==> src/rtl/cac_fns_pkg.sv <==
// Shared definitions for the Fibonacci numeral system (FNS)
// crosstalk-avoidance codec family.
package cac_fns_pkg;

   localparam int N_TSV_MIN = 3;
   localparam int N_TSV_MAX = 24;

   typedef enum logic [1:0] {
      IDLE,
      ENC,
      DONE
   } cac_enc_state_t;

   // Fibonacci number with fib(0)=0, fib(1)=1.
   function automatic int fib(input int n);
      int a;
      int b;
      int t;
      a = 0;
      b = 1;
      for (int i = 0; i < n; i++) begin
         t = a + b;
         a = b;
         b = t;
      end
      return a;
   endfunction

   // Largest value representable with n_tsv FNS digits.
   function automatic int fns_max(input int n_tsv);
      return fib(n_tsv + 2) - 1;
   endfunction

endpackage

==> src/rtl/fns_digit_stage.sv <==
// One greedy FNS digit: compare the remainder
// against a weight and subtract on a hit.
module fns_digit_stage #(
   parameter int W = 4
) (
   input  logic [W-1:0] rem,
   input  logic [W-1:0] weight,
   output logic         digit,
   output logic [W-1:0] next_rem
);

   assign digit    = (rem >= weight);
   assign next_rem = digit ? (rem - weight) : rem;

endmodule

==> src/rtl/cac_fns_seq_encoder.sv <==
// Multi-cycle FNS crosstalk-avoidance encoder.
// Emits one Zeckendorf digit per clock, MSB first.
module cac_fns_seq_encoder
   import cac_fns_pkg::*;
#(
   parameter int N_TSV  = 5,
   parameter int DATA_W = 4
) (
   input  logic              clock,
   input  logic              reset_n,
   input  logic [DATA_W-1:0] in_data,
   input  logic              in_valid,
   output logic              in_ready,
   output logic [N_TSV-1:0]  out_code,
   output logic              out_err,
   output logic              out_valid,
   input  logic              out_ready,
   output logic              busy
);

   localparam int KW = (N_TSV > 1) ? $clog2(N_TSV) : 1;
   localparam int KN = 1 << KW;
   localparam logic [DATA_W-1:0] MAXV = DATA_W'(fns_max(N_TSV));
   localparam logic [KW-1:0] K_TOP = KW'(N_TSV - 1);

   if (N_TSV < N_TSV_MIN || N_TSV > N_TSV_MAX) begin : g_bad_n
      $error("cac_fns_seq_encoder: N_TSV out of range");
   end
   if ((longint'(1) << DATA_W) < longint'(fib(N_TSV + 2))) begin : g_bad_w
      $error("cac_fns_seq_encoder: DATA_W too narrow");
   end

   cac_enc_state_t state, state_nxt;
   logic [DATA_W-1:0] rem, rem_nxt;
   logic [KW-1:0]     k, k_nxt;
   logic [N_TSV-1:0]  code, code_nxt, code_ins;
   logic [N_TSV-1:0]  oc_nxt;
   logic              oe_nxt, ov_nxt;
   logic [DATA_W-1:0] weight, next_rem;
   logic              digit;
   logic [DATA_W-1:0] wtab [KN];

   for (genvar i = 0; i < KN; i++) begin : g_w
      assign wtab[i] = (i < N_TSV) ? DATA_W'(fib(i + 2)) : '0;
   end

   assign weight = wtab[k];

   fns_digit_stage #(.W(DATA_W)) u_digit (
      .rem      (rem),
      .weight   (weight),
      .digit    (digit),
      .next_rem (next_rem)
   );

   assign in_ready = (state == IDLE);
   assign busy     = (state != IDLE);

   // Merge the current digit into bit k of the code.
   always_comb begin
      code_ins = code;
      for (int i = 0; i < N_TSV; i++) begin
         if (k == KW'(i)) code_ins[i] = digit;
      end
   end

   // Next-state and datapath update for the FSM.
   always_comb begin
      state_nxt = state;
      rem_nxt   = rem;
      k_nxt     = k;
      code_nxt  = code;
      oc_nxt    = out_code;
      oe_nxt    = out_err;
      ov_nxt    = out_valid;
      unique case (state)
         IDLE: begin
            if (in_valid) begin
               if (in_data <= MAXV) begin
                  rem_nxt   = in_data;
                  k_nxt     = K_TOP;
                  code_nxt  = '0;
                  state_nxt = ENC;
               end else begin
                  oc_nxt    = '0;
                  oe_nxt    = 1'b1;
                  ov_nxt    = 1'b1;
                  state_nxt = DONE;
               end
            end
         end
         ENC: begin
            rem_nxt  = next_rem;
            code_nxt = code_ins;
            k_nxt    = k - KW'(1);
            if (k == '0) begin
               k_nxt     = '0;
               oc_nxt    = code_ins;
               oe_nxt    = 1'b0;
               ov_nxt    = 1'b1;
               state_nxt = DONE;
            end
         end
         DONE: begin
            if (out_ready) begin
               ov_nxt    = 1'b0;
               state_nxt = IDLE;
            end
         end
         default: state_nxt = IDLE;
      endcase
   end

   // State and datapath registers.
   always_ff @(posedge clock or negedge reset_n) begin
      if (!reset_n) begin
         state     <= IDLE;
         rem       <= '0;
         k         <= '0;
         code      <= '0;
         out_code  <= '0;
         out_err   <= 1'b0;
         out_valid <= 1'b0;
      end else begin
         state     <= state_nxt;
         rem       <= rem_nxt;
         k         <= k_nxt;
         code      <= code_nxt;
         out_code  <= oc_nxt;
         out_err   <= oe_nxt;
         out_valid <= ov_nxt;
      end
   end

   a_no_adj: assert property (@(posedge clock) disable iff (!reset_n)
      out_valid |-> ((out_code & (out_code >> 1)) == '0));

   a_rem_zero: assert property (@(posedge clock) disable iff (!reset_n)
      (state == ENC && k == '0) |-> (next_rem == '0));

   a_greedy: assert property (@(posedge clock) disable iff (!reset_n)
      (state == ENC && k != '0 && digit) |->
      (next_rem < wtab[k - KW'(1)]));

endmodule

==> config.mk <==
export PLATFORM = sky130hd
export DESIGN_NAME = cac_fns_seq_encoder
export DESIGN_NICKNAME = d
export VERILOG_FILES = /design/src/rtl/cac_fns_pkg.sv /design/src/rtl/fns_digit_stage.sv /design/src/rtl/cac_fns_seq_encoder.sv
export SDC_FILE = /design/constraint.sdc
export NUM_CORES = 1
export LEC_CHECK = 0
export ABC_CLOCK_PERIOD_IN_PS = 2500
export CAP_MARGIN = 25
export CORE_ASPECT_RATIO = 0.7
export CORE_MARGIN = 5
export CORE_UTILIZATION = 40
export DETAILED_ROUTE_END_ITERATION = 8
export GPL_TIMING_DRIVEN = 0
export REMOVE_ABC_BUFFERS = 1
export SLEW_MARGIN = 15
export SYNTH_ARGS = -nofsm -noshare
export SYNTH_HDL_FRONTEND = slang
export SYNTH_HIERARCHICAL = 1
export SYNTH_SLANG_ARGS = --single-unit
==> constraint.sdc <==
create_clock -name clock -period 2.5 [get_ports clock]
set_input_delay 0.5 -clock clock [delete_from_list [all_inputs] [get_ports clock]]
set_output_delay 0.5 -clock clock [all_outputs]
set_load 0.01 [all_outputs]
# [Yosys cells after proc, flatten, opt, wreduce, memory -nomap -nowiden]
# Memories as Yosys holds them, arrays and structs flattened.
# Cells that the tools add are included.
[classes] n_eq_ne=12 div_mod_pow=0 n_bitwise=1 n_mux=34 n_lt_le_gt_ge=3 n_addsub=2 n_reduce_logical=10 n_shift=0 mul=0
[ops] op="5-bit two-way mux" n=5
[ops] op="4-bit two-way mux" n=5
[ops] op="5-bit one-hot mux with 2 select lines" n=2
[ops] op="1-bit two-way mux" n=10
[ops] op="2-bit != test, second input constant" n=5
[ops] op="3-bit two-way mux" n=3
[ops] op="2-bit two-way mux" n=4
[ops] op="4-bit one-hot mux with 2 select lines" n=1
[ops] op="4-bit AND reduction" n=2
[ops] op="3-bit by 2-bit == test with 1-bit output, second input constant" n=2
[ops] op="2-bit one-hot mux with 3 select lines" n=1
[ops] op="3-bit one-hot mux with 2 select lines" n=1
[ops] op="3-bit AND reduction" n=2
[ops] op="5-bit AND reduction" n=1
[ops] op="4-bit greater-or-equal comparator" n=1
[ops] op="4-bit greater-or-equal comparator, second input constant" n=1
[ops] op="4-bit less-or-equal comparator, second input constant" n=1
[ops] op="3-bit inverter with 4-bit output" n=1
[ops] op="2-bit nonzero test" n=2
[ops] op="4-bit subtractor" n=1
[ops] op="3-bit by 1-bit == test with 1-bit output, second input constant" n=1
[ops] op="3-bit == test, second input constant" n=1
[ops] op="3-bit zero test" n=1
[ops] op="1-bit one-hot mux with 3 select lines" n=1
[ops] op="7 further kinds" n=7
[totals] mem_bits_ro=32 wordCells=70 mem_count=1 regBits=21 out_inout_bits=9 latchBits=0 inputBits=8 ramBits=0
[memory_table] name="(name not given)" depth=8 word_bits=4 rd=1 rd_ports_with_merged_regs=0 wr=0 line="cac_fns_seq_encoder.sv:47" source="assign weight = wtab[k];"

# [Longest topological paths before layout]
# Gate-level depths: netlist of run 1.
[depth] word_depth=8 depth_mapped=12 depth_no_buf=12

# [Cells and area by module]
# The synthesis of run 1 kept the hierarchy.
[modules_own_cells] mod="cac_fns_seq_encoder" area_each_um2=1123.6 seq_area_each_um2=500.5 cells_per_inst=96 instances=1
[modules_own_cells] mod="fns_digit_stage" area_each_um2=224.0 seq_area_each_um2=0.0 cells_per_inst=30 instances=1

# [Worst setup path after synthesis of run 1]
# OpenSTA, ideal clock, no wires.
[synth_timing] path_kind="register to register" startpoint="reg k[0]" endpoint="reg rem[1]" required_ns=2.375 synth_period_minus_slack_ns=2.656 stages_incl_launch_ff=11 setup_slack_ns=-0.156 arrival_ns=2.531 path_buffers=0 setup_time_ns=0.125 cell_sequence="dfrtp_1 > inv_1 > ha_1 > nor2b_1 > inv_1 > fa_1 > a21oi_1 > o21ai_4 > mux2_4 > mux2_4 > mux2_2"
[synth_between] elab_chain_len=7 word_cells_on_any_way=10 classes_between="1 x add/sub; 1 x order compare; 1 x eq/ne; 4 x mux; 1 x bitwise; 1 x reduce/logical; 1 x memory"
[synth_lines] element="from (decl)" line="cac_fns_seq_encoder.sv:35" source="logic [KW-1:0] k, k_nxt;"
[synth_lines] element="from (signal assigned)" line="cac_fns_seq_encoder.sv:127" source="k <= k_nxt;"
[synth_lines] element="3-bit inverter with 4-bit output (implied by the code)" line="cac_fns_seq_encoder.sv:47"
[synth_lines] element="memory 8 x 4 bit"
[synth_lines] element="4-bit two-way mux (implied by the code) (2 in series)" line="cac_fns_seq_encoder.sv:47"
[synth_lines] element="named net weight[1]" line="cac_fns_seq_encoder.sv:39" source="logic [DATA_W-1:0] weight, next_rem;"
[synth_lines] element="4-bit greater-or-equal comparator" line="fns_digit_stage.sv:12" source="assign digit = (rem >= weight);"
[synth_lines] element="named net digit" line="cac_fns_seq_encoder.sv:40" source="logic digit;"
[synth_lines] element="2-bit != test (no line)"
[synth_lines] element="4-bit AND reduction (no line)"
[synth_lines] element="to (signal assigned)" line="cac_fns_seq_encoder.sv:126" source="rem <= rem_nxt;"
[synth_lines] element="to (decl)" line="cac_fns_seq_encoder.sv:34" source="logic [DATA_W-1:0] rem, rem_nxt;"
# The timed path passes the listed nets, and every way through them passes these cells. The select of a mux whose other input is x is not followed.
# A chain may end at the register's enable or synchronous reset.

# [Worst setup path after layout of run 1]
[layout_timing] startpoint="reg k[0]" endpoint="reg rem[2]"
# Same word-level chain as after synthesis.

==> flow_summary_export.csv, run 1 <==
group,metric,value,unit
die,core,0.00319,mm²
synthesis,ys_types,38,
die,die_area,0.00465,mm²
critical_path,worstPathArrival,2.71,ns
synthesis,synth_top_cells_by_area,"sky130_fd_sc_hd__dfrtp_1, sky130_fd_sc_hd__ha_1, sky130_fd_sc_hd__mux2_4",
place,gp_congestion,0.761,
die,fp.dieW,79.4,µm
sta,timing.max_slew.rel_slack,40.8,%
die,initial_utilization,42.2,%
critical_path,cp_slowest_cell,"sky130_fd_sc_hd__dfrtp_2",
status,violated_checks,"setup timing",
synthesis,yosys.area_share.adder,10.8,%
clock_tree,max-clock-path-buffers,2,
critical_path,setup.worst_path.start_class,"flip-flop",
synthesis,synthMuxAreaShare,12.6,%
clock_tree,clock_insertion_delay_worst_skew,0.26,ns
die,die_height,58.6,µm
global_route,top_usage_layer,"met2",
status,result_of_the_run,"complete, but fails checks",
finish,filler_free_cell_count_of_the_finished_design,200,
synthesis,ys_seq_elements,20,
global_route,global_route_total_overflow,0,
power,vdd.ir_drop.worst,0.000700,V
sta,tightestPinTransition,0.885,ns
critical_path,worst_r2r_endpoint,"rem[2]$_DFFE_PN0P_",
sta,setup_violations,5,
clock_tree,cts_tree,"yes",
global_route,first_pass_grt_wire_length,4980,µm
place,portBuffers,16,
drt,vias,1028,
critical_path,regToRegStartpoint,"k[0]$_DFFE_PN0P_",
critical_path,highest_fanout_seen_on_the_critical_path,4,
synthesis,post_synth_instance_area,0.00135,mm²
power,power_density,1540,mW/mm²
drt,via_per_inst,5.14,
finish,layout-drive-gt1-share,37.0,%
die,placementRows,17,
synthesis,proportion_of_register_bits_with_asynchronous_set_or_reset_after_synthesis,100,%
finish,finalInstanceArea,0.00185,mm²
synthesis,synth_top_family_by_area,"compound AO/OA/AOI/OAI gates",
global_route,first_global_vias,1035,
place,placedCellCount,175,
critical_path,path_depth,12,
global_route,grt_use_met3,3.21,%
clock_tree,clk_root_buffer_cell,"sky130_fd_sc_hd__clkbuf_8",
synthesis,synth.avg_cell_area,10.7,µm²
place,placement.cell_area,0.00151,mm²
drt,avgRoutedWirePerCell,15.6,µm
synthesis,netlist.area_leader.share,37.1,%
synthesis,synth_enable_flop_cells,0,
finish,finish.net_count,182,
synthesis,synth_xor_xnor_area_share,0.650,%
critical_path,critPathRequiredTime,2.65,ns
global_route,met1_usage,18.8,%
critical_path,cp_top_family,"adder cells",
synthesis,yosys.area_share.simple,11.0,%
finish,area.growth.synth_to_final,37.0,%
synthesis,postSynthCellCount,126,
critical_path,worstPathCellList,"ha_4 -> nor2_2 -> ha_2 -> inv_2 -> fa_2 -> a21oi_4 -> o21ai_4 -> buf_4 -> nor2_1 -> a21oi_1 -> mux2_4 -> mux2_2",
sta,achievable-frequency,0.392,GHz
sta,timing_max_transition_violations_final,0,
finish,number_of_antenna_cells_inserted,0,
sta,hold_viol,0,
drt,drt_wl_total,3120,µm
die,io-pin-count,17,
power,static-leakage-power,0.789,nW
clock_tree,h-tree-depth,1,
sta,finalCritPeriodShare,102,%
critical_path,register_to_register_path_depth,12,
drt,drt_pass1_iterations,4,
critical_path,crit_path_max_incr_delay,0.47,ns
global_route,use_met2,22.8,%
drt,remaining_drc_errors,0,
synthesis,yosys_most_used_dff,"sky130_fd_sc_hd__dfrtp_1",
drt,antenna_left,0,
critical_path,worst_setup_slack_for_register_to_register_paths,-0.05,ns
sta,timing.final.crit_period,2.55,ns
min_path,worstHoldPathCells,1,
sta,grt_setup_unrepaired,"true",
clock_tree,cts_clk_pin_slew_worst_paths,0.08,ns
job,maxCapViolations,0,
min_path,timing.hold.worst.start,"code[3]$_DFFE_PN0P_",
synthesis,yosysWarningCount,6,
global_route,grt_start_max_net_pins,21,
min_path,hold_path_end,"code[3]$_DFFE_PN0P_",
synthesis,netlist.top_cell.by_area,"sky130_fd_sc_hd__dfrtp_1",
min_path,hp-class,"flip-flop to flip-flop",
sta,layout_skew,0.00528,ns
drt,drt_first_iter_violations,52,
synthesis,sequential_to_total_area_share_from_yosys_stat,37.1,%
critical_path,timing_worst_setup_path_type,"flip-flop to flip-flop",
clock_tree,cts_made_buffers,3,
clock_tree,ctsHoldBuffers,0,
synthesis,synth_compound_gate_area_share,20.3,%
global_route,antenna_found_initial,0,
sta,post-route-worst-setup-slack,-0.0537,ns
clock_tree,cts.sink_count,20,
place,dp_hpwl,1930,µm
critical_path,cp-end-kind,"flip-flop",
critical_path,cp_buf_inv_count,2,
global_route,groute.usage.overall,13.6,%
[cells by family (layout without fill, tap and decap cells)]
logic type / Yosys count / count (layout)
adders and majority gates: 11 / 11
muxes: 14 / 14
AOI/OAI and AO/OA: 31 / 31
DFF: 20 / 20
and+or+nand+nor: 29 / 29
buffers and inverters: 20 / 56
xor gates and xnor gates: 1 / 1
[synthesized netlist by cell type (all sizes together), types with 2 or more instances]
master	instances
nor3	2
nand2b	2
ha	10
o211ai	3
nor2	8
mux2	9
buf	5
o22ai	5
mux2i	5
nor2b	6
dfrtp	20
a21oi	5
inv	15
o2bb2ai	6
o21ai	3
nand2	8
[per-stage QoR]
stage	setup WS [ns]	setup TNS (ns)	hold WS (ns)	power [W]	utilization, %
2_1_floorplan	-0.156	-0.156	0.204	0.00163	-
3_3_place_gp	-0.344	-0.875	0.471	0.00195	47.4
3_5_place_dp	-0.356	-0.960	0.474	0.00198	47.4
4_1_cts	-0.0224	-0.0224	0.495	0.00268	56.4
5_1_grt	-0.130	-0.593	0.511	0.00303	57.9
6_report	-0.0537	-0.143	0.492	0.00285	57.9
[sequential cells by signal (all words and copies together) (netlist names)]
register   cells
code           4
out_code       5
k              3
rem            4
state          2
out_err        1
out_valid      1
[layout by cell type, fill, tap and decap left out, types with 5 or more instances in the layout]
| cell type | netlist | final |
|---|---|---|
| sky130_fd_sc_hd__mux2i_1 | 5 | 5 |
| sky130_fd_sc_hd__nand2_1 | 7 | 7 |
| sky130_fd_sc_hd__buf_4 | 0 | 21 |
| sky130_fd_sc_hd__ha_4 | 0 | 5 |
| sky130_fd_sc_hd__clkdlybuf4s50_1 | 0 | 16 |
| sky130_fd_sc_hd__o2bb2ai_1 | 6 | 6 |
| sky130_fd_sc_hd__dfrtp_1 | 20 | 19 |
| sky130_fd_sc_hd__o22ai_1 | 5 | 5 |
| sky130_fd_sc_hd__nor2_1 | 8 | 7 |
| sky130_fd_sc_hd__mux2_4 | 5 | 6 |
| sky130_fd_sc_hd__inv_1 | 15 | 11 |
[what timing repair did]
item	CTS	global route
endpoints found under the setup margin	4	6
pin swaps	4	4
gates resized for setup	17	8
setup buffers	20	1
[power by group]
part / switching, W / internal [W]
Clock: 0.000114 / 0.000214
Sequential: 0.000152 / 0.000456
Combinational: 0.000878 / 0.00103
Total: 0.00114 / 0.00170
[how the worst max path moves through the flow]
| stage | from | endpoint |
|---|---|---|
| 3_3_place_gp | k[0]$_DFFE_PN0P_ | rem[1]$_DFFE_PN0P_ |
| 3_5_place_dp | k[0]$_DFFE_PN0P_ | rem[1]$_DFFE_PN0P_ |
| 2_1_floorplan | k[0]$_DFFE_PN0P_ | rem[1]$_DFFE_PN0P_ |
| 5_1_grt | k[1]$_DFFE_PN0P_ | rem[1]$_DFFE_PN0P_ |
| 6_report | k[0]$_DFFE_PN0P_ | rem[2]$_DFFE_PN0P_ |
| 4_1_cts | k[1]$_DFFE_PN0P_ | rem[1]$_DFFE_PN0P_ |
[layout make-up]
cell class	instances	area [µm²]
clock buffer	3	41.3
clock inverter	1	30.0
fill	258	1340
inverter	15	58.8
multi-input combinational	86	850
sequential	20	502
tap	38	47.5
timing repair buffer	37	318
[worst register-to-register path: stages (launching register included)]
cell                      delay, ns
sky130_fd_sc_hd__dfrtp_2       0.47
sky130_fd_sc_hd__ha_4          0.18
sky130_fd_sc_hd__nor2_2        0.10
sky130_fd_sc_hd__ha_2          0.20
sky130_fd_sc_hd__inv_2         0.04
sky130_fd_sc_hd__fa_2          0.37
sky130_fd_sc_hd__a21oi_4       0.17
sky130_fd_sc_hd__o21ai_4       0.09
sky130_fd_sc_hd__buf_4         0.16
sky130_fd_sc_hd__nor2_1        0.08
sky130_fd_sc_hd__a21oi_1       0.06
sky130_fd_sc_hd__mux2_4        0.27
sky130_fd_sc_hd__mux2_2        0.26
[metal layers]
| metal | wire (µm) | share of wire [%] | vias up |
|---|---|---|---|
| met5 | 0 | 0 | - |
| met4 | 12 | 0.38 | 0 |
| met3 | 64 | 2.1 | 2 |
| met2 | 1460 | 47 | 11 |
| met1 | 1580 | 51 | 502 |
| li1 | - | - | 513 |
No activity file was read; power rests on OpenSTA's default activity.
==> inputs of run 2 (changes only) <==
--- a/config.mk
+++ b/config.mk
@@ -8,10 +8,8 @@
 export ABC_CLOCK_PERIOD_IN_PS = 2500
 export CAP_MARGIN = 25
 export CORE_ASPECT_RATIO = 0.7
-export CORE_MARGIN = 5
 export CORE_UTILIZATION = 40
 export DETAILED_ROUTE_END_ITERATION = 8
-export GPL_TIMING_DRIVEN = 0
 export REMOVE_ABC_BUFFERS = 1
 export SLEW_MARGIN = 15
 export SYNTH_ARGS = -nofsm -noshare
==> run 2 against run 1 <==
Register-to-register slack improved by 0.02 ns. Critical endpoint is now rem[1]$_DFFE_PN0P_. Sequential power decreased by 3.8%. Critical path depth down 2. Clock skew hardly changed. First-iteration DRC count is 13% lower. Sequential cell count unchanged. Wire length is 4.6% lower. Worst hold slack better by 0.0053 ns. The flow finishes with violations (DRC, setup timing). Largest power group unchanged. Non-clock buffer count is 2 lower. Die area fell by 22%.
==> flow_summary_export.csv, run 2 (synthesized netlist as in run 1, its figures left out) <==
group,metric,value,unit
sta,timing_max_transition_violations_final,0,
sta,setup_violations,1,
die,placementRows,17,
global_route,first_pass_grt_wire_length,4940,µm
critical_path,highest_fanout_seen_on_the_critical_path,4,
drt,avgRoutedWirePerCell,15.0,µm
finish,layout.core_utilization,57.4,%
sta,timing.max_slew.rel_slack,72.1,%
critical_path,worst_setup_slack_for_register_to_register_paths,-0.03,ns
global_route,antenna_found_initial,0,
clock_tree,cts_tree,"yes",
power,power_switching_share,39.9,%
power,static-leakage-power,0.783,nW
drt,drt_pass1_iterations,6,
finish,finalInstanceArea,0.00182,mm²
finish,finish.net_count,180,
status,violated_checks,"DRC, setup timing",
place,dp_hpwl,2040,µm
drt,drt_first_iter_violations,45,
finish,filler_free_cell_count_of_the_finished_design,198,
place,placement.cell_area,0.00163,mm²
drt,drt_wl_total,2970,µm
critical_path,timing_worst_setup_path_type,"flip-flop to flip-flop",
sta,grt_setup_unrepaired,"true",
clock_tree,clock_insertion_delay_worst_skew,0.26,ns
drt,antenna_left,0,
global_route,groute.usage.overall,18.0,%
sta,layout_skew,0.00571,ns
critical_path,worst_r2r_endpoint,"rem[1]$_DFFE_PN0P_",
die,io-pin-count,17,
die,core,0.00317,mm²
power,power.share.sequential,20.7,%
clock_tree,h-tree-depth,1,
finish,largest_reg_flops,5,
clock_tree,cts_clk_pin_slew_worst_paths,0.08,ns
drt,via_per_inst,5.21,
clock_tree,cts_made_buffers,3,
global_route,grt_start_max_net_pins,21,
sta,post-route-worst-setup-slack,-0.0301,ns
drt,vias,1032,
critical_path,cp-end-kind,"flip-flop",
finish,number_of_antenna_cells_inserted,0,
finish,final_common_cell,"sky130_fd_sc_hd__dfrtp_1",
power,total_switching_power,0.00112,W
job,maxCapViolations,0,
critical_path,worstPathArrival,2.68,ns
die,die_area,0.00361,mm²
die,initial_utilization,42.5,%
critical_path,register_to_register_path_depth,10,
finish,top_regs,"out_code x5, code x4, rem x4",
clock_tree,max-clock-path-buffers,2,
min_path,timing.hold.worst.start,"code[2]$_DFFE_PN0P_",
drt,remaining_drc_errors,2,
sta,achievable-frequency,0.395,GHz
critical_path,critPathRequiredTime,2.65,ns
sta,finalCritPeriodShare,101,%
critical_path,worstSetupStartpoint,"k[0]$_DFFE_PN0P_",
sta,hold_viol,0,
min_path,hp-class,"flip-flop to flip-flop",
place,portBuffers,16,
clock_tree,clk_root_buffer_cell,"sky130_fd_sc_hd__clkbuf_8",
finish,largest_register,"out_code",
die,die_height,50.6,µm
clock_tree,ctsHoldBuffers,0,
power,power_frac_clock,11.7,%
finish,layout-drive-gt1-share,36.9,%
finish,most-common-layout-cells,"sky130_fd_sc_hd__dfrtp_1, sky130_fd_sc_hd__buf_4, sky130_fd_sc_hd__clkdlybuf4s50_1",
finish,area.growth.synth_to_final,35.0,%
power,power.share.combinational,67.6,%
power,power_density,1550,mW/mm²
sta,timing.final.crit_period,2.53,ns
sta,hold_ws,0.497,ns
place,placedCellCount,191,
die,fp.dieW,71.4,µm
global_route,global_route_total_overflow,0,
min_path,hold_path_end,"code[2]$_DFFE_PN0P_",
power,vdd.ir_drop.worst,0.000913,V
place,gp_congestion,0.856,
clock_tree,cts.sink_count,20,
critical_path,regToRegStartpoint,"k[0]$_DFFE_PN0P_",
critical_path,setup.worst_path.start_class,"flip-flop",
status,result_of_the_run,"complete, but fails checks",
min_path,worstHoldPathCells,1,
global_route,first_global_vias,1051,
sta,tightestPinTransition,0.417,ns
power,p_int,0.00170,W
## run 2: changes by cell type in the layout (fill, tap and decap cells not counted), sizes merged
| cell | before | now |
|---|---|---|
| buf | 21 | 19 |
## run 2: routing by layer
metal / vias to the layer above / global-route usage (%) / share of wire [%]
met5: - / 0 / 0
met4: 0 / 3.33 / 0.64
met3: 4 / 4.82 / 2.7
met2: 16 / 28.6 / 48
met1: 502 / 24.9 / 49
li1: 510 / - / -
## run 2: how the worst max path moves through the flow
stage                               to  cells past startpoint
finish              rem[1]$_DFFE_PN0P_                     10
global route        rem[1]$_DFFE_PN0P_                     11
CTS                 rem[3]$_DFFE_PN0P_                     11
detailed placement  rem[1]$_DFFE_PN0P_                     10
global placement    rem[1]$_DFFE_PN0P_                     10
floorplan           rem[1]$_DFFE_PN0P_                     10
## run 2: final cells by class
| type | count | area, µm² |
|---|---|---|
| Clock inverter | 1 | 30.0 |
| Inverter | 15 | 56.3 |
| Timing Repair Buffer | 35 | 307 |
| Tap cell | 38 | 47.5 |
| Clock buffer | 3 | 41.3 |
| Fill cell | 252 | 1350 |
| Multi-Input combinational cell | 86 | 837 |
| Sequential cell | 20 | 500 |
## run 2: through the flow
stage | TNS [ns] | worst slack (ns) | power, W
CTS | 0 | 0.0156 | 0.00255
finish | -0.0301 | -0.0301 | 0.00282
global route | -0.218 | -0.0812 | 0.00305
detailed placement | -0.334 | -0.121 | 0.00219
floorplan | -0.156 | -0.156 | 0.00163
global placement | -0.0919 | -0.0463 | 0.00216
## run 2: timing repair
| action | 4_1_cts | 5_1_grt |
|---|---|---|
| endpoints found under the setup margin | 4 | 4 |
| setup buffers | 0 | 3 |
| resized for setup | 2 | 21 |
| pin swaps | 0 | 5 |
## run 2: power groups by stage
stage / clock, W / sequential, W / combinational, W
after floorplan: 0 / 0.000576 / 0.00105
after global placement: 0 / 0.000565 / 0.00160
after detailed placement: 0 / 0.000570 / 0.00162
after CTS: 0.000329 / 0.000567 / 0.00166
after global routing: 0.000343 / 0.000609 / 0.00209
final: 0.000329 / 0.000585 / 0.00191
## run 2: worst max-delay path, stage by stage (launching register included)
cell                      delay [ns]
sky130_fd_sc_hd__dfrtp_1        0.42
sky130_fd_sc_hd__ha_2           0.19
sky130_fd_sc_hd__nor2_1         0.09
sky130_fd_sc_hd__ha_2           0.20
sky130_fd_sc_hd__inv_2          0.04
sky130_fd_sc_hd__fa_2           0.40
sky130_fd_sc_hd__a21oi_4        0.17
sky130_fd_sc_hd__o21ai_4        0.08
sky130_fd_sc_hd__mux2_4         0.31
sky130_fd_sc_hd__mux2_4         0.26
sky130_fd_sc_hd__mux2_2         0.26
==> inputs of run 3 (changes only) <==
--- a/config.mk
+++ b/config.mk
@@ -11,6 +11,7 @@
 export CORE_UTILIZATION = 40
 export DETAILED_ROUTE_END_ITERATION = 8
 export REMOVE_ABC_BUFFERS = 1
+export SETUP_SLACK_MARGIN = 0.05
 export SLEW_MARGIN = 15
 export SYNTH_ARGS = -nofsm -noshare
 export SYNTH_HDL_FRONTEND = slang
==> run 3 against run 2 <==
The flow still finishes with violations (DRC, setup timing). Highest routed layer unchanged. First-iteration DRC count down 13%. Worst hold slack is essentially flat. Clock-buffer cell count is the same. Combinational power about the same. Global-route usage increased by 0.35 points. Total power fell by 0.97%. Cell count decreased by 1.0%.
==> flow_summary_export.csv, run 3 (synthesized netlist as in run 1, its figures left out) <==
group,metric,value,unit
finish,finish.net_count,178,
power,vdd.ir_drop.worst,0.000922,V
finish,top_regs,"out_code x5, code x4, rem x4",
global_route,first_global_vias,1046,
die,fp.dieW,71.4,µm
die,placementRows,17,
global_route,groute.usage.overall,18.4,%
sta,grt_setup_unrepaired,"true",
sta,finalCritPeriodShare,100,%
drt,via_per_inst,5.27,
status,violated_checks,"DRC, setup timing",
place,gp_congestion,0.856,
power,power.share.combinational,67.1,%
power,power_frac_clock,11.8,%
critical_path,worstPathCellList,"inv_2 -> ha_4 -> nor2b_4 -> inv_2 -> fa_2 -> a21oi_4 -> o21ai_4 -> mux2_4 -> mux2_4 -> mux2_2",
sta,achievable-frequency,0.399,GHz
finish,layout-drive-gt1-share,36.1,%
global_route,first_pass_grt_wire_length,4970,µm
critical_path,critPathRequiredTime,2.65,ns
drt,avgRoutedWirePerCell,15.2,µm
finish,largest_register,"out_code",
finish,largest_reg_flops,5,
clock_tree,cts_tree,"yes",
finish,most-common-layout-cells,"sky130_fd_sc_hd__dfrtp_1, sky130_fd_sc_hd__buf_4, sky130_fd_sc_hd__clkdlybuf4s50_1",
place,pre_cts_slack,-0.121,ns
sta,setup_violations,1,
min_path,hp-class,"flip-flop to flip-flop",
place,portBuffers,16,
sta,hold_viol,0,
place,dp_hpwl,2040,µm
power,p_int,0.00167,W
critical_path,setup.worst_path.start_class,"flip-flop",
power,power_switching_share,40.3,%
drt,drt_pass1_iterations,8,
clock_tree,h-tree-depth,1,
critical_path,worst_setup_slack_for_register_to_register_paths,-0.009,ns
sta,timing.final.crit_period,2.51,ns
critical_path,regToRegStartpoint,"k[0]$_DFFE_PN0P_",
min_path,worstHoldPathCells,1,
sta,layout_skew,0.00281,ns
clock_tree,cts_clk_pin_slew_worst_paths,0.08,ns
clock_tree,cts.sink_count,20,
sta,tightestPinTransition,0.419,ns
job,maxCapViolations,0,
sta,hold_ws,0.497,ns
critical_path,register_to_register_path_depth,10,
critical_path,timing_worst_setup_path_type,"flip-flop to flip-flop",
sta,timing.max_slew.rel_slack,71.9,%
drt,remaining_drc_errors,2,
min_path,hold_path_end,"code[2]$_DFFE_PN0P_",
clock_tree,clk_root_buffer_cell,"sky130_fd_sc_hd__clkbuf_8",
global_route,antenna_found_initial,0,
die,die_area,0.00361,mm²
power,power_density,1550,mW/mm²
critical_path,worstPathArrival,2.66,ns
finish,area.growth.synth_to_final,33.8,%
min_path,timing.hold.worst.start,"code[2]$_DFFE_PN0P_",
power,static-leakage-power,0.769,nW
global_route,global_route_total_overflow,0,
critical_path,worst_r2r_endpoint,"rem[1]$_DFFE_PN0P_",
power,power.share.sequential,21.0,%
sta,post-route-worst-setup-slack,-0.00895,ns
critical_path,crit_path_max_incr_delay,0.41,ns
power,finalPower,0.00279,W
critical_path,cp-end-kind,"flip-flop",
clock_tree,max-clock-path-buffers,2,
drt,drt_wl_total,2980,µm
die,core,0.00317,mm²
finish,number_of_antenna_cells_inserted,0,
clock_tree,cts_made_buffers,3,
die,io-pin-count,17,
power,total_switching_power,0.00113,W
die,initial_utilization,42.5,%
drt,drt_first_iter_violations,39,
sta,timing_max_transition_violations_final,0,
global_route,grt_start_max_net_pins,21,
clock_tree,clock_insertion_delay_worst_skew,0.26,ns
critical_path,highest_fanout_seen_on_the_critical_path,4,
die,die_height,50.6,µm
critical_path,cp_slowest_cell,"sky130_fd_sc_hd__dfrtp_1",
drt,vias,1032,
finish,final_common_cell,"sky130_fd_sc_hd__dfrtp_1",
drt,antenna_left,0,
status,result_of_the_run,"complete, but fails checks",
[run 3: final cells by class]
class | instances | area [µm²]
clock buffer | 3 | 41.3
tap | 38 | 47.5
inverter | 15 | 56.3
fill | 255 | 1370
clock inverter | 1 | 30.0
sequential | 20 | 500
multi-input combinational | 86 | 840
timing repair buffer | 33 | 288
[run 3: repair_timing]
item | 4_1_cts | 5_1_grt
pin swaps | 2 | 1
setup buffers | 1 | 0
setup endpoints to repair | 6 | 5
hold buffers | 0 | 0
gates resized for setup | 8 | 13
[run 3: worst max-delay path, delay by kind of cell, from the launching register on]
family | cells | cell delay (ns)
mux | 3 | 0.84
fa+ha+maj | 2 | 0.65
flops | 1 | 0.41
compound gates | 2 | 0.24
buf+inv | 2 | 0.13
simple gates | 1 | 0.13
[run 3: worst max-delay path by stage]
stage | slack, ns | end | depth (start not counted) | start
2_1_floorplan | -0.16 | rem[1]$_DFFE_PN0P_ | 10 | k[0]$_DFFE_PN0P_
3_3_place_gp | -0.05 | rem[1]$_DFFE_PN0P_ | 10 | k[0]$_DFFE_PN0P_
3_5_place_dp | -0.12 | rem[1]$_DFFE_PN0P_ | 10 | k[0]$_DFFE_PN0P_
4_1_cts | 0.03 | rem[1]$_DFFE_PN0P_ | 10 | k[0]$_DFFE_PN0P_
5_1_grt | -0.06 | rem[1]$_DFFE_PN0P_ | 10 | k[0]$_DFFE_PN0P_
6_report | -0.009 | rem[1]$_DFFE_PN0P_ | 10 | k[0]$_DFFE_PN0P_
[run 3: metrics by stage]
step                util (%)  setup TNS [ns]  std cells  cell area, µm²
detailed placement      51.5          -0.334        191            1630
CTS                     55.3               0        196            1750
finish                  56.9        -0.00895        196            1800
global placement        51.5         -0.0919        191            1630
floorplan                  -          -0.156        121            1300
global route            56.9          -0.102        196            1800
[run 3: power groups by stage]
stage,clock network (W),registers [W],logic [W]
floorplan,0,0.000576,0.00105
global placement,0,0.000565,0.00160
detailed placement,0,0.000570,0.00162
CTS,0.000329,0.000576,0.00175
global route,0.000343,0.000609,0.00206
finish,0.000331,0.000587,0.00188
[run 3: per-layer routing]
layer  vias to the layer above  global-route usage, %  share of wire (%)
li1                        506                      -                  -
met1                       494                   25.2                 49
met2                        28                   29.5                 47
met3                         4                   4.82                3.2
met4                         0                   3.33               0.57
met5                         -                      0                  0
